$ cat config.mk
export PLATFORM = sky130hd
export DESIGN_NAME = mod5_stream_sched
export DESIGN_NICKNAME = d
export VERILOG_FILES = /design/src/rtl/mod5_stream_sched_pkg.sv /design/src/rtl/mod5_stream_sched_rr_arbiter.sv /design/src/rtl/mod5_stream_sched.sv
export SDC_FILE = /design/constraint.sdc
export NUM_CORES = 1
export LEC_CHECK = 0
export CORE_MARGIN = 10
export CORE_UTILIZATION = 25
export CTS_BUF_LIST = sky130_fd_sc_hd__clkbuf_8
export DETAILED_ROUTE_END_ITERATION = 10
export PLACE_DENSITY = 0.51
export RECOVER_POWER = 50
export SKIP_CTS_REPAIR_TIMING = 1
export SLEW_MARGIN = 20
export SYNTH_ARGS = -nofsm -noshare
export SYNTH_HDL_FRONTEND = slang
export SYNTH_SLANG_ARGS = --single-unit
$ cat constraint.sdc
create_clock -name clk -period 5.9 [get_ports clk]
set_clock_uncertainty 0.1 [all_clocks]
set_input_delay 0.59 -clock clk [delete_from_list [all_inputs] [get_ports clk]]
set_output_delay 0.59 -clock clk [all_outputs]
set_load 0.005 [all_outputs]
$ cat src/rtl/mod5_stream_sched_pkg.sv
// Shared types and arithmetic helpers for the serial residue scheduler.
package mod5_stream_sched_pkg;

  // Scheduler phases: wait for a request, stream the word, present the result.
  typedef enum logic [1:0] {
    IDLE  = 2'd0,
    SHIFT = 2'd1,
    DONE  = 2'd2
  } sched_state_e;

  // One MSB-first step of the residue recurrence: (2r + b) mod divisor.
  // With r < divisor, 2r + b < 2*divisor, so one conditional subtract is exact
  // for any divisor, not only powers of two.
  function automatic logic [31:0] residue_step(input logic [31:0] r,
                                               input logic        b,
                                               input logic [31:0] divisor);
    logic [31:0] t;
    t = {r[30:0], b};
    if (t >= divisor) begin
      return t - divisor;
    end else begin
      return t;
    end
  endfunction

endpackage

$ cat src/rtl/mod5_stream_sched_rr_arbiter.sv
// Combinational round-robin arbiter: searches from last_id+1 upward, wrapping,
// and grants the first asserted request. Grant vector is one-hot or zero.
module rr_arbiter #(
  parameter  int NUM_REQ = 4,
  localparam int IDW     = $clog2(NUM_REQ)
) (
  input  logic [NUM_REQ-1:0] req_i,
  input  logic [IDW-1:0]     last_id_i,
  output logic [NUM_REQ-1:0] gnt_o,
  output logic [IDW-1:0]     gnt_idx_o
);

  logic [31:0] idx_s;
  logic        found_s;

  // Rotating priority search; the first hit after last_id wins.
  always_comb begin
    gnt_o     = '0;
    gnt_idx_o = '0;
    found_s   = 1'b0;
    idx_s     = 32'd0;
    for (int k = 1; k <= NUM_REQ; k++) begin
      idx_s = (32'(last_id_i) + 32'(k)) % 32'(NUM_REQ);
      if (!found_s && req_i[idx_s[IDW-1:0]]) begin
        found_s                 = 1'b1;
        gnt_o[idx_s[IDW-1:0]]   = 1'b1;
        gnt_idx_o               = idx_s[IDW-1:0];
      end else begin
        found_s = found_s;
      end
    end
  end

endmodule

$ cat src/rtl/mod5_stream_sched.sv
// Shares one serial (2r+b) mod DIVISOR engine among NUM_REQ requesters.
// One word in flight at a time; results are returned in grant order.
module mod5_stream_sched
  import mod5_stream_sched_pkg::*;
#(
  parameter  int NUM_REQ = 4,
  parameter  int WIDTH   = 8,
  parameter  int DIVISOR = 5,
  localparam int IDW     = $clog2(NUM_REQ),
  localparam int RW      = $clog2(DIVISOR),
  localparam int CW      = (WIDTH > 1) ? $clog2(WIDTH) : 1
) (
  input  logic                     clk,
  input  logic                     rst,
  input  logic [NUM_REQ-1:0]       req_valid,
  input  logic [NUM_REQ*WIDTH-1:0] req_data,
  output logic [NUM_REQ-1:0]       req_ready,
  output logic                     res_valid,
  input  logic                     res_ready,
  output logic [IDW-1:0]           res_id,
  output logic                     res_divisible,
  output logic [RW-1:0]            res_remainder,
  output logic                     busy
);

  sched_state_e         state_q, state_d;
  logic [WIDTH-1:0]     shreg_q, shreg_d;
  logic [RW-1:0]        residue_q, residue_d;
  logic [CW-1:0]        bit_cnt_q, bit_cnt_d;
  logic [IDW-1:0]       cur_id_q, cur_id_d;
  logic [IDW-1:0]       last_id_q, last_id_d;
  logic                 res_valid_q, res_valid_d;
  logic [IDW-1:0]       res_id_q, res_id_d;
  logic                 res_div_q, res_div_d;
  logic [RW-1:0]        res_rem_q, res_rem_d;

  logic [NUM_REQ-1:0]   gnt_s;
  logic [IDW-1:0]       gnt_idx_s;
  logic [31:0]          step_full_s;
  logic [RW-1:0]        step_s;

  rr_arbiter #(.NUM_REQ(NUM_REQ)) u_arb (
    .req_i     (req_valid),
    .last_id_i (last_id_q),
    .gnt_o     (gnt_s),
    .gnt_idx_o (gnt_idx_s)
  );

  assign step_full_s = residue_step(32'(residue_q), shreg_q[WIDTH-1], 32'(DIVISOR));
  assign step_s      = step_full_s[RW-1:0];

  // Grants are offered only while idle and out of reset.
  always_comb begin
    if ((state_q == IDLE) && !rst) begin
      req_ready = gnt_s;
    end else begin
      req_ready = '0;
    end
  end

  // Next-state logic: capture, stream MSB-first, then hold result until taken.
  always_comb begin
    state_d     = state_q;
    shreg_d     = shreg_q;
    residue_d   = residue_q;
    bit_cnt_d   = bit_cnt_q;
    cur_id_d    = cur_id_q;
    last_id_d   = last_id_q;
    res_valid_d = res_valid_q;
    res_id_d    = res_id_q;
    res_div_d   = res_div_q;
    res_rem_d   = res_rem_q;
    case (state_q)
      IDLE: begin
        if (|gnt_s) begin
          shreg_d   = req_data[gnt_idx_s*WIDTH +: WIDTH];
          residue_d = '0;
          bit_cnt_d = CW'(WIDTH - 1);
          cur_id_d  = gnt_idx_s;
          state_d   = SHIFT;
        end else begin
          state_d = IDLE;
        end
      end
      SHIFT: begin
        residue_d = step_s;
        shreg_d   = shreg_q << 1;
        if (bit_cnt_q == '0) begin
          state_d     = DONE;
          res_valid_d = 1'b1;
          res_id_d    = cur_id_q;
          res_rem_d   = step_s;
          res_div_d   = (step_s == '0);
        end else begin
          bit_cnt_d = bit_cnt_q - CW'(1);
        end
      end
      DONE: begin
        if (res_ready) begin
          res_valid_d = 1'b0;
          last_id_d   = cur_id_q;
          state_d     = IDLE;
        end else begin
          state_d = DONE;
        end
      end
      default: begin
        state_d     = IDLE;
        res_valid_d = 1'b0;
      end
    endcase
  end

  // State and result registers; reset drops any in-flight word.
  always_ff @(posedge clk) begin
    if (rst) begin
      state_q     <= IDLE;
      shreg_q     <= '0;
      residue_q   <= '0;
      bit_cnt_q   <= '0;
      cur_id_q    <= '0;
      last_id_q   <= IDW'(NUM_REQ - 1);
      res_valid_q <= 1'b0;
      res_id_q    <= '0;
      res_div_q   <= 1'b0;
      res_rem_q   <= '0;
    end else begin
      state_q     <= state_d;
      shreg_q     <= shreg_d;
      residue_q   <= residue_d;
      bit_cnt_q   <= bit_cnt_d;
      cur_id_q    <= cur_id_d;
      last_id_q   <= last_id_d;
      res_valid_q <= res_valid_d;
      res_id_q    <= res_id_d;
      res_div_q   <= res_div_d;
      res_rem_q   <= res_rem_d;
    end
  end

  assign res_valid     = res_valid_q;
  assign res_id        = res_id_q;
  assign res_divisible = res_div_q;
  assign res_remainder = res_rem_q;
  assign busy          = (state_q != IDLE);

endmodule

Word-level counts from Yosys, hierarchy flattened
Cells that the tools add are included.

operators by class
  add/sub/neg operators = 6
  $mul = 0
  div/mod/pow operators = 0
  magnitude comparators = 9
  equality and inequality tests = 6
  shift operators = 1
  mux-type cells = 43
  bitwise gates (word level) = 4
  reduce and logical (&&, ||, !) cells = 24

operators by type and width
  operator                                                           count
  indexed part select 32 x 6 -> 8 bit                                1
  two-way mux 4 bit                                                  5
  case mux 8 bit (2 select lines)                                    1
  two-way mux 1 bit                                                  14
  < comparator 2 x 3 -> 1 bit, second input constant                 4
  two-way mux 2 bit                                                  6
  two-way mux 3 bit                                                  4
  bitwise OR 4 bit                                                   3
  case mux 3 bit (2 select lines)                                    2
  binary-select mux 1 bit (select 2 bit)                             4
  demux 1 bit (select 2 bit)                                         4
  greater-or-equal comparator 2 x 1 -> 1 bit, second input constant  4
  logical AND 1 bit                                                  8
  two-way mux 8 bit                                                  1
  AND reduction 2 bit                                                4
  logical NOT 3 bit                                                  2
  inequality test 2 bit, second input constant                       3
  case mux 2 bit (3 select lines)                                    1
  AND reduction 3 bit                                                2
  adder 2 x 1 -> 2 bit, second input constant                        2
  adder 2 bit, second input constant                                 2
  greater-or-equal comparator 4 x 3 -> 1 bit, second input constant  1
  logical NOT 1 bit                                                  4
  nonzero test 2 bit                                                 2
  other kinds (9)                                                    9

word-level totals
  register bits after elaboration = 27
  bits in latches = 0
  memory bits (writable) = 0
  ROM bits = 0
  bits of input ports = 39
  memories = 0

Depth between registers and ports, before layout
Gate-level depths: netlist (run 1).

  word-level depth = 16
  mapped depth = 13
  gate-level depth less buffers = 9

Hierarchy
Synthesis (run 1) repeated with hierarchy kept, for this count alone.

second synthesis, totals
  cells, all modules = 217
  area total of the unflattened synthesis = 2014.4 um^2

modules (own cells, without submodules)
  module             instances  cells each  area each (um^2)  sequential area each (um^2)
  mod5_stream_sched  1          158         1524.0            540.5
  rr_arbiter         1          59          490.5             0.0

Worst setup path after synthesis (run 1)
OpenSTA, ideal clock, no wires.

  kind = register to register
  from = register last_id_q[0]
  to = register shreg_q[1]
  library setup time = 123 ps
  arrival = 3430 ps
  data required time = 5677 ps
  slack = 2247 ps
  cell stages (with the launch flop) = 13
  path buffers = 4
  period minus slack after synthesis = 3653 ps
  cells stage by stage = dfxtp_1 > buf_6 > buf_2 > inv_1 > ha_1 > clkbuf_1 > mux4_2 > clkbuf_2 > or2_1 > o311ai_4 > mux4_1 > a21oi_1 > o21ai_0

on the way
  cells in the longest elaborated chain, start to end = 16

RTL lines
  what                                                                       line                                              RTL
  start: declaration                                                         mod5_stream_sched.sv:31                           logic [IDW-1:0] last_id_q, last_id_d;
  start signal: assignment                                                   mod5_stream_sched.sv:122                          last_id_q <= IDW'(NUM_REQ - 1);
  start signal: assignment                                                   mod5_stream_sched.sv:133                          last_id_q <= last_id_d;
  adder 2 x 1 -> 2 bit                                                       mod5_stream_sched_rr_arbiter.sv:23                idx_s = (32'(last_id_i) + 32'(k)) % 32'(NUM_REQ);
  binary-select mux 1 bit (select 2 bit)                                     mod5_stream_sched_rr_arbiter.sv:24                if (!found_s && req_i[idx_s[IDW-1:0]]) begin
  two-way mux 1 bit (not written as such)                                    mod5_stream_sched_rr_arbiter.sv:24
  two-way mux 1 bit                                                          mod5_stream_sched_rr_arbiter.sv:24
  logical NOT 1 bit                                                          mod5_stream_sched_rr_arbiter.sv:24
  logical AND 1 bit                                                          mod5_stream_sched_rr_arbiter.sv:24
  two-way mux 1 bit                                                          mod5_stream_sched_rr_arbiter.sv:24
  logical NOT 1 bit                                                          mod5_stream_sched_rr_arbiter.sv:24
  logical AND 1 bit                                                          mod5_stream_sched_rr_arbiter.sv:24
  two-way mux 1 bit                                                          mod5_stream_sched_rr_arbiter.sv:24
  logical NOT 1 bit                                                          mod5_stream_sched_rr_arbiter.sv:24
  logical AND 1 bit                                                          mod5_stream_sched_rr_arbiter.sv:24
  two-way mux 2 bit or two-way mux 4 bit (tied branches)                     mod5_stream_sched_rr_arbiter.sv:24
  indexed part select 32 x 6 -> 8 bit or OR reduction 4 bit (tied branches)  mod5_stream_sched.sv:76, mod5_stream_sched.sv:75
  two-way mux 8 bit or inequality test 2 x 1 -> 1 bit (tied branches)        -
  case mux 8 bit (2 select lines) or AND reduction 2 bit (tied branches)     -
  end signal: assignment                                                     mod5_stream_sched.sv:129                          shreg_q <= shreg_d;
  end: declaration                                                           mod5_stream_sched.sv:27                           logic [WIDTH-1:0] shreg_q, shreg_d;

Parallel ways exist; a longest one is shown, timed or not. The select of a mux whose other input is x is not followed.
A chain may end at the register's enable or synchronous reset.

Worst setup path in the final report (run 1)
  from = register last_id_q[0]
  to = output port req_ready[2]

on the way
  cells in the longest elaborated chain, start to end = 14

RTL lines
  what                                                                                  line                                RTL
  parallel branches: the longest is 12 deep, another holds < comparator 2 x 3 -> 1 bit  -
  two-way mux 4 bit (*)                                                                 mod5_stream_sched_rr_arbiter.sv:24
  two-way mux 4 bit (*)                                                                 mod5_stream_sched.sv:54             if ((state_q == IDLE) && !rst) begin
  end: declaration                                                                      mod5_stream_sched.sv:17             output logic [NUM_REQ-1:0] req_ready,

Mark *: on every way between the ends. The select of a mux whose other input is x is not followed.

==> qor.txt, run 1 <==
Final worst-path cycle share: 78.2%
M2 GR Usage: 14.6%
Status: completed
Worst-path clk slew: 0.10 ns
Hold WS: 0.360 ns
Tot GR Track Use: 8.74%
Root buffer cell: clkbuf_8
Post-Layout Cell Count: 399
Design area: 0.00273 sq mm
CTS tree: yes
Via count: 2029
Via-per-instance ratio: 5.09
Max Cap Violations: 0
Clock Latency Late Sink: 0.28 ns
Setup CP Type: reg -> out
Pin count of the biggest net entering global routing: 30
CTS HTree Levels: 1
Top FF cell, synth: dfxtp_1
Syn_nets: 304
Antenna diode count: 0
Hpwl dp: 4360 microns
Routed WL: 5770 microns
Post-synthesis cell count: 253
Relative slew slack: 44.8%
Setup violators final: 0
Nets: 346
Placed cell count: 395
Peak VDD IR: 96.3 uV
CP Launch Type: flop
CP required: 5.21 ns
WL per Instance: 14.5 microns
Slew Viols, Final: 0
Count of different cell masters after synthesis: 49
Area Growth Syn to Fin: 29.1%
Most common cell after layout, fill and taps aside: clkdlybuf4s50_1
Post-DRT Antenna Nets: 0
Asr flop ratio synth: 0%
Die X: 112 microns
First-pass GRT wire length: 9490 microns
Crit. End Element: output port
Setup WS post-layout: 1.28 ns
GRT met1 Usage: 11.1%
Pre-antenna DRT Iters: 4
Ratio of cells with drive above 1 in the final layout: 8.16%
EDFF count, synth: 0
Standby leakage power: 1.04 nW
Final setup TNS: 0 ns
Busiest grt layer: met2
Number of synthesized register bits: 27
Die height: 112 microns
Sink Count: 27
Drt drc: 0
Placed cell areas: 0.00269 sq mm
Final Total Pwr: 0.621 mW
Number of buffers created by CTS: 3
Total of warnings raised by yosys: 0
Place WS: 1.68 ns
Count of final hold-check violations: 0
Register area share after synthesis: 25.5%
Filler cells: 851
Critical Path AT: 3.93 ns
Synth Area per Inst: 8.37 sq um
Unrepaired setup endpoints after global routing: false
Effective utilization at floorplan: 25.8%
Die Area: 0.0125 sq mm
Row cnt: 33
Synthesized area: 0.00212 sq mm
CTS max path bufs: 2
Buffers on Ports: 50
Core ar.: 0.00822 sq mm
Initial antenna violation count: 0
Minimum clock period: 4.62 ns
Grt total ovfl: 0
Final core occ: 33.3%
Hold crit path type: reg -> reg
Tightest Pin Transition: 0.826 ns
Commonest cells after routing, fill and taps aside: clkdlybuf4s50_1 (42), nor2_1 (35), a21oi_1 (27), dfxtp_1 (27), nand2_1 (25)
Pwr per Cell Area: 227 mW/mm^2
Max frequency: 217 MHz
Iter 0 DRT Violations: 102
CP max FO: 19
I/O pin cnt: 51
Vias in the first global route: 1936
Met3 Resource Use GR: 1.81%
Final GP Congestion: 0.847
power breakdown:
group | internal (mW) | switching [mW]
clock | 0.0480 | 0.0637
sequential | 0.214 | 0.0339
combinational | 0.130 | 0.132
cell families (layout without fill, tap and decap cells):
group           Yosys count  count (layout)  synth area share (%)
fa+ha+maj                12              12                  7.09
flops                    27              27                  25.5
mux                      21              21                  17.7
simple gates             95              95                  21.2
buf+inv                  26              67                  5.50
compound gates           71              71                  22.6
xor+xnor                  1               1                 0.414
final timing paths:
check / start / endpoint / slack (ns) / cells after the start
max: last_id_q[0] / req_ready[2] / 1.28 / 8
min: res_divisible / res_divisible / 0.36 / 2
max reg2reg: last_id_q[0] / shreg_q[4] / 1.73 / 8
min reg2reg: res_divisible / res_divisible / 0.36 / 2
sequential cells by signal, summed over array words and instances, names as in the netlist:
signal / flops
res_id: 2
cur_id_q: 2
state_q: 2
res_divisible: 1
last_id_q: 2
residue_q: 3
bit_cnt_q: 3
shreg_q: 8
res_remainder: 3
res_valid: 1
Yosys cell counts (all sizes together) (2+ instances only):
cell    instances  share of area [%]
a221oi          3                1.2
a22oi           2               0.71
or3b            3                1.2
ha             12                7.1
nand3b          2               0.71
nor3            2               0.47
a31oi           4                1.2
mux2i           6                2.8
inv            12                2.1
mux2            5                2.8
mux4           10                 12
a21oi          28                6.8
nand4           2               0.59
o22ai           4                1.2
o31a            4                1.7
nor2b           2               0.59
nand2b          9                2.7
nand2          25                4.4
or3             2               0.59
o21ai          10                2.4
buf             5                1.7
or2             3               0.89
clkbuf          9                1.7
and3            2               0.59
a31o            5                2.1
nor3b           2               0.71
nand3           5                1.2
dfxtp          27                 26
nor2           35                6.2
critical path, stage by stage (launching register included):
cell	delay (ns)
dfxtp_1	0.83
inv_1	0.32
ha_1	0.55
mux2_1	0.44
mux2i_1	0.33
a2111oi_0	0.18
o31a_1	0.37
nor2_1	0.10
clkdlybuf4s50_1	0.51
cell type report:
type,instances,area [sq um],share of cell area [%]
Multi-Input combinational cell,200,1460,53.4
Sequential cell,27,541,19.8
Inverter,12,45.0,1.65
Clock buffer,3,41.3,1.51
Timing Repair Buffer,51,508,18.6
Tap cell,105,131,4.81
Clock inverter,1,7.51,0.275
metal layers:
metal | wire (microns) | share of wire [%] | vias to the layer above
li1 | - | - | 1012
met1 | 2590 | 45 | 959
met2 | 2850 | 49 | 52
met3 | 256 | 4.4 | 6
met4 | 70 | 1.2 | 0
met5 | 0 | 0 | -
Note: power is estimated with default switching activity, not from simulation.
==> run 2: changes to the inputs <==
==> constraint.sdc (replaced) <==
create_clock -name clk -period 4.3 [get_ports clk]
set_clock_uncertainty 0.1 [all_clocks]
set_input_delay 0.43 -clock clk [delete_from_list [all_inputs] [get_ports clk]]
set_output_delay 0.43 -clock clk [all_outputs]
set_load 0.005 [all_outputs]
==> run 2 against run 1 <==
  * Combinational power grew 39%
  * Count of clock-buffer cells in the layout unchanged
  * Global-route usage is 0.075 points lower
  * Non-clock buffer count is 2 higher
  * Critical path depth stayed put
  * Sequential share of layout area shrank 0.071 points
  * Worst setup slack got worse by 0.92 ns
  * Utilization up 0.20 points
  * Final cell count increased by 0.50%
  * Critical endpoint unchanged
==> qor.txt, run 2 (synthesis gave the netlist of run 1 again) <==
CP Launch Type: flop (unchanged)
Crit path largest cell delay: 0.52 ns (was 0.83 ns)
Number of buffers created by CTS: 3 (unchanged)
Status: completed (unchanged)
Instance count on the critical path: 8 (unchanged)
Max FFs per register: 8 (unchanged)
Logic gate share of total power: 42.8% (was 42.1%)
CP required: 3.77 ns (was 5.21 ns)
Iter 0 DRT Violations: 97 (was 102)
Setup CP Type: reg -> out (unchanged)
Sw frac: 36.3% (was 36.9%)
Die height: 112 microns (unchanged)
Final setup TNS: 0 ns (unchanged)
Sink Count: 27 (unchanged)
Met3 WL: 208 microns (was 256 microns)
CTS max path bufs: 2 (unchanged)
Final core occ: 33.5% (was 33.3%)
Wl on met1: 2560 microns (was 2590 microns)
Unrepaired setup endpoints after global routing: false (unchanged)
Minimum clock period: 3.94 ns
Clock share of power: 17.5% (was 18.0%)
Top Layer Used: met4 (unchanged)
CTS HTree Levels: 1 (unchanged)
Count of final hold-check violations: 0 (unchanged)
Final worst-path cycle share: 91.6%
CP max FO: 17 (was 19)
WL per Instance: 14.2 microns (was 14.5 microns)
Setup WS post-layout: 0.359 ns (was 1.28 ns)
Ratio of cells with drive above 1 in the final layout: 9.46% (was 8.16%)
Effective utilization at floorplan: 25.8% (unchanged)
Routed WL: 5700 microns (was 5770 microns)
CTS tree: yes (unchanged)
Hold crit path type: reg -> reg (unchanged)
Initial antenna violation count: 0 (unchanged)
Bufs and invs on worst path: 2 (unchanged)
Grt total ovfl: 0 (unchanged)
Post-DRT Antenna Nets: 0 (unchanged)
Max frequency: 254 MHz
Via count: 1983 (was 2029)
Tot GR Track Use: 8.67% (was 8.74%)
Peak VDD IR: 142 uV (was 96.3 uV)
Slew Viols, Final: 0 (unchanged)
Standby leakage power: 1.05 nW (was 1.04 nW)
R2R cell count: 8 (unchanged)
Pre-antenna DRT Iters: 4 (unchanged)
Die Area: 0.0125 sq mm (unchanged)
First-pass GRT wire length: 9600 microns (was 9490 microns)
I/O pin cnt: 51 (unchanged)
Filler cells: 854 (was 851)
Register bank with the most flops: shreg_q (unchanged)
Buffers on Ports: 50 (unchanged)
Pint: 0.541 mW (was 0.392 mW)
Max Cap Violations: 0 (unchanged)
CP top delay family: multiplexers (was buffers and inverters)
Final GP Congestion: 0.824 (was 0.847)
Pin count of the biggest net entering global routing: 30 (unchanged)
Tightest Pin Transition: 0.779 ns (was 0.826 ns)
Setup violators final: 0 (unchanged)
Antenna diode count: 0 (unchanged)
Die X: 112 microns (unchanged)
Root buffer cell: clkbuf_8 (unchanged)
Row cnt: 33 (unchanged)
Place WS: 0.468 ns (was 1.68 ns)
Crit. End Element: output port (unchanged)
Pwr per Cell Area: 309 mW/mm^2 (was 227 mW/mm^2)
Crit-path slowest cell: ha_1 (was dfxtp_1)
Clock Latency Late Sink: 0.28 ns (about the same)
Most common cell after layout, fill and taps aside: clkdlybuf4s50_1 (unchanged)
Critical Path AT: 3.41 ns (was 3.93 ns)
Vias in the first global route: 1975 (was 1936)
FF+latch area: 542 sq um (was 541 sq um)
Hpwl dp: 4450 microns (was 4360 microns)
Hold WS: 0.354 ns (was 0.360 ns)
Area Growth Syn to Fin: 29.9% (was 29.1%)
Met2 wire len: 2860 microns (was 2850 microns)
Commonest cells after routing, fill and taps aside: clkdlybuf4s50_1 (42), nor2_1 (35), a21oi_1 (27) (was clkdlybuf4s50_1 (42), nor2_1 (35), a21oi_1 (27), dfxtp_1 (27), nand2_1 (25))
Area of the multi-input gates: 0.00146 sq mm (unchanged)
Relative slew slack: 48.0% (was 44.8%)
Core ar.: 0.00822 sq mm (unchanged)
Worst-path clk slew: 0.10 ns (about the same)
Sequential power share: 39.7% (was 39.9%)
Net Switching: 0.308 mW (was 0.229 mW)
Drt drc: 0 (unchanged)
Critical path, cell by cell: inv_1 -> ha_1 -> mux2_2 -> mux2i_1 -> a2111oi_0 -> o31a_1 -> nor2_1 -> clkdlybuf4s50_1 (was inv_1 -> ha_1 -> mux2_1 -> mux2i_1 -> a2111oi_0 -> o31a_1 -> nor2_1 -> clkdlybuf4s50_1)
Nets: 348 (was 346)
Via-per-instance ratio: 4.95 (was 5.09)
Hold Path Stages: 2 (unchanged)
[run 2: cell types whose count changed in the layout (fill, tap and decap cells not counted), sizes merged]
| cell | previous run | this run |
|---|---|---|
| buf | 1 | 3 |
[run 2: area by class of cell]
| class | count | area share, % |
|---|---|---|
| clock inverter | 1 | 0.273 |
| sequential | 27 | 19.7 |
| multi-input combinational | 200 | 53.1 |
| timing repair buffer | 53 | 19.0 |
| inverter | 12 | 1.64 |
| clock buffer | 3 | 1.50 |
| tap | 105 | 4.78 |
[run 2: tightest hold or removal path, cell delays in order, from the launching register on]
cell and delay (ns):
dfxtp_1 0.32, nand2_1 0.05, a21oi_1 0.05
[run 2: metrics by stage]
step           cells  total power, mW  instance area, sq um
6_report         401            0.849                  2750
2_1_floorplan    253            0.590                  2120
5_1_grt          401            0.919                  2750
3_3_place_gp     397            0.713                  2700
4_1_cts          401            0.867                  2750
3_5_place_dp     397            0.715                  2700
[run 2: power by group through the flow]
| stage | Clock, mW | Combinational (mW) | Sequential [mW] |
|---|---|---|---|
| floorplan | 0 | 0.267 | 0.323 |
| global placement | 0 | 0.369 | 0.345 |
| detailed placement | 0 | 0.371 | 0.344 |
| CTS | 0.156 | 0.373 | 0.338 |
| global route | 0.165 | 0.408 | 0.346 |
| finish | 0.149 | 0.363 | 0.337 |
[run 2: path summary, 6_finish.rpt]
path / end / start / slack (ns)
worst max-delay path: req_ready[2] / last_id_q[1] / 0.36
worst min-delay path: res_divisible / res_divisible / 0.35
worst max register to register: shreg_q[3] / last_id_q[1] / 0.71
worst min register to register: res_divisible / res_divisible / 0.35
[run 2: routing by layer]
| metal | vias to the layer above | global-route usage, % |
|---|---|---|
| li1 | 1014 | - |
| met1 | 923 | 10.6 |
| met2 | 40 | 15.1 |
| met3 | 6 | 1.70 |
| met4 | 0 | 2.37 |
| met5 | - | 0 |
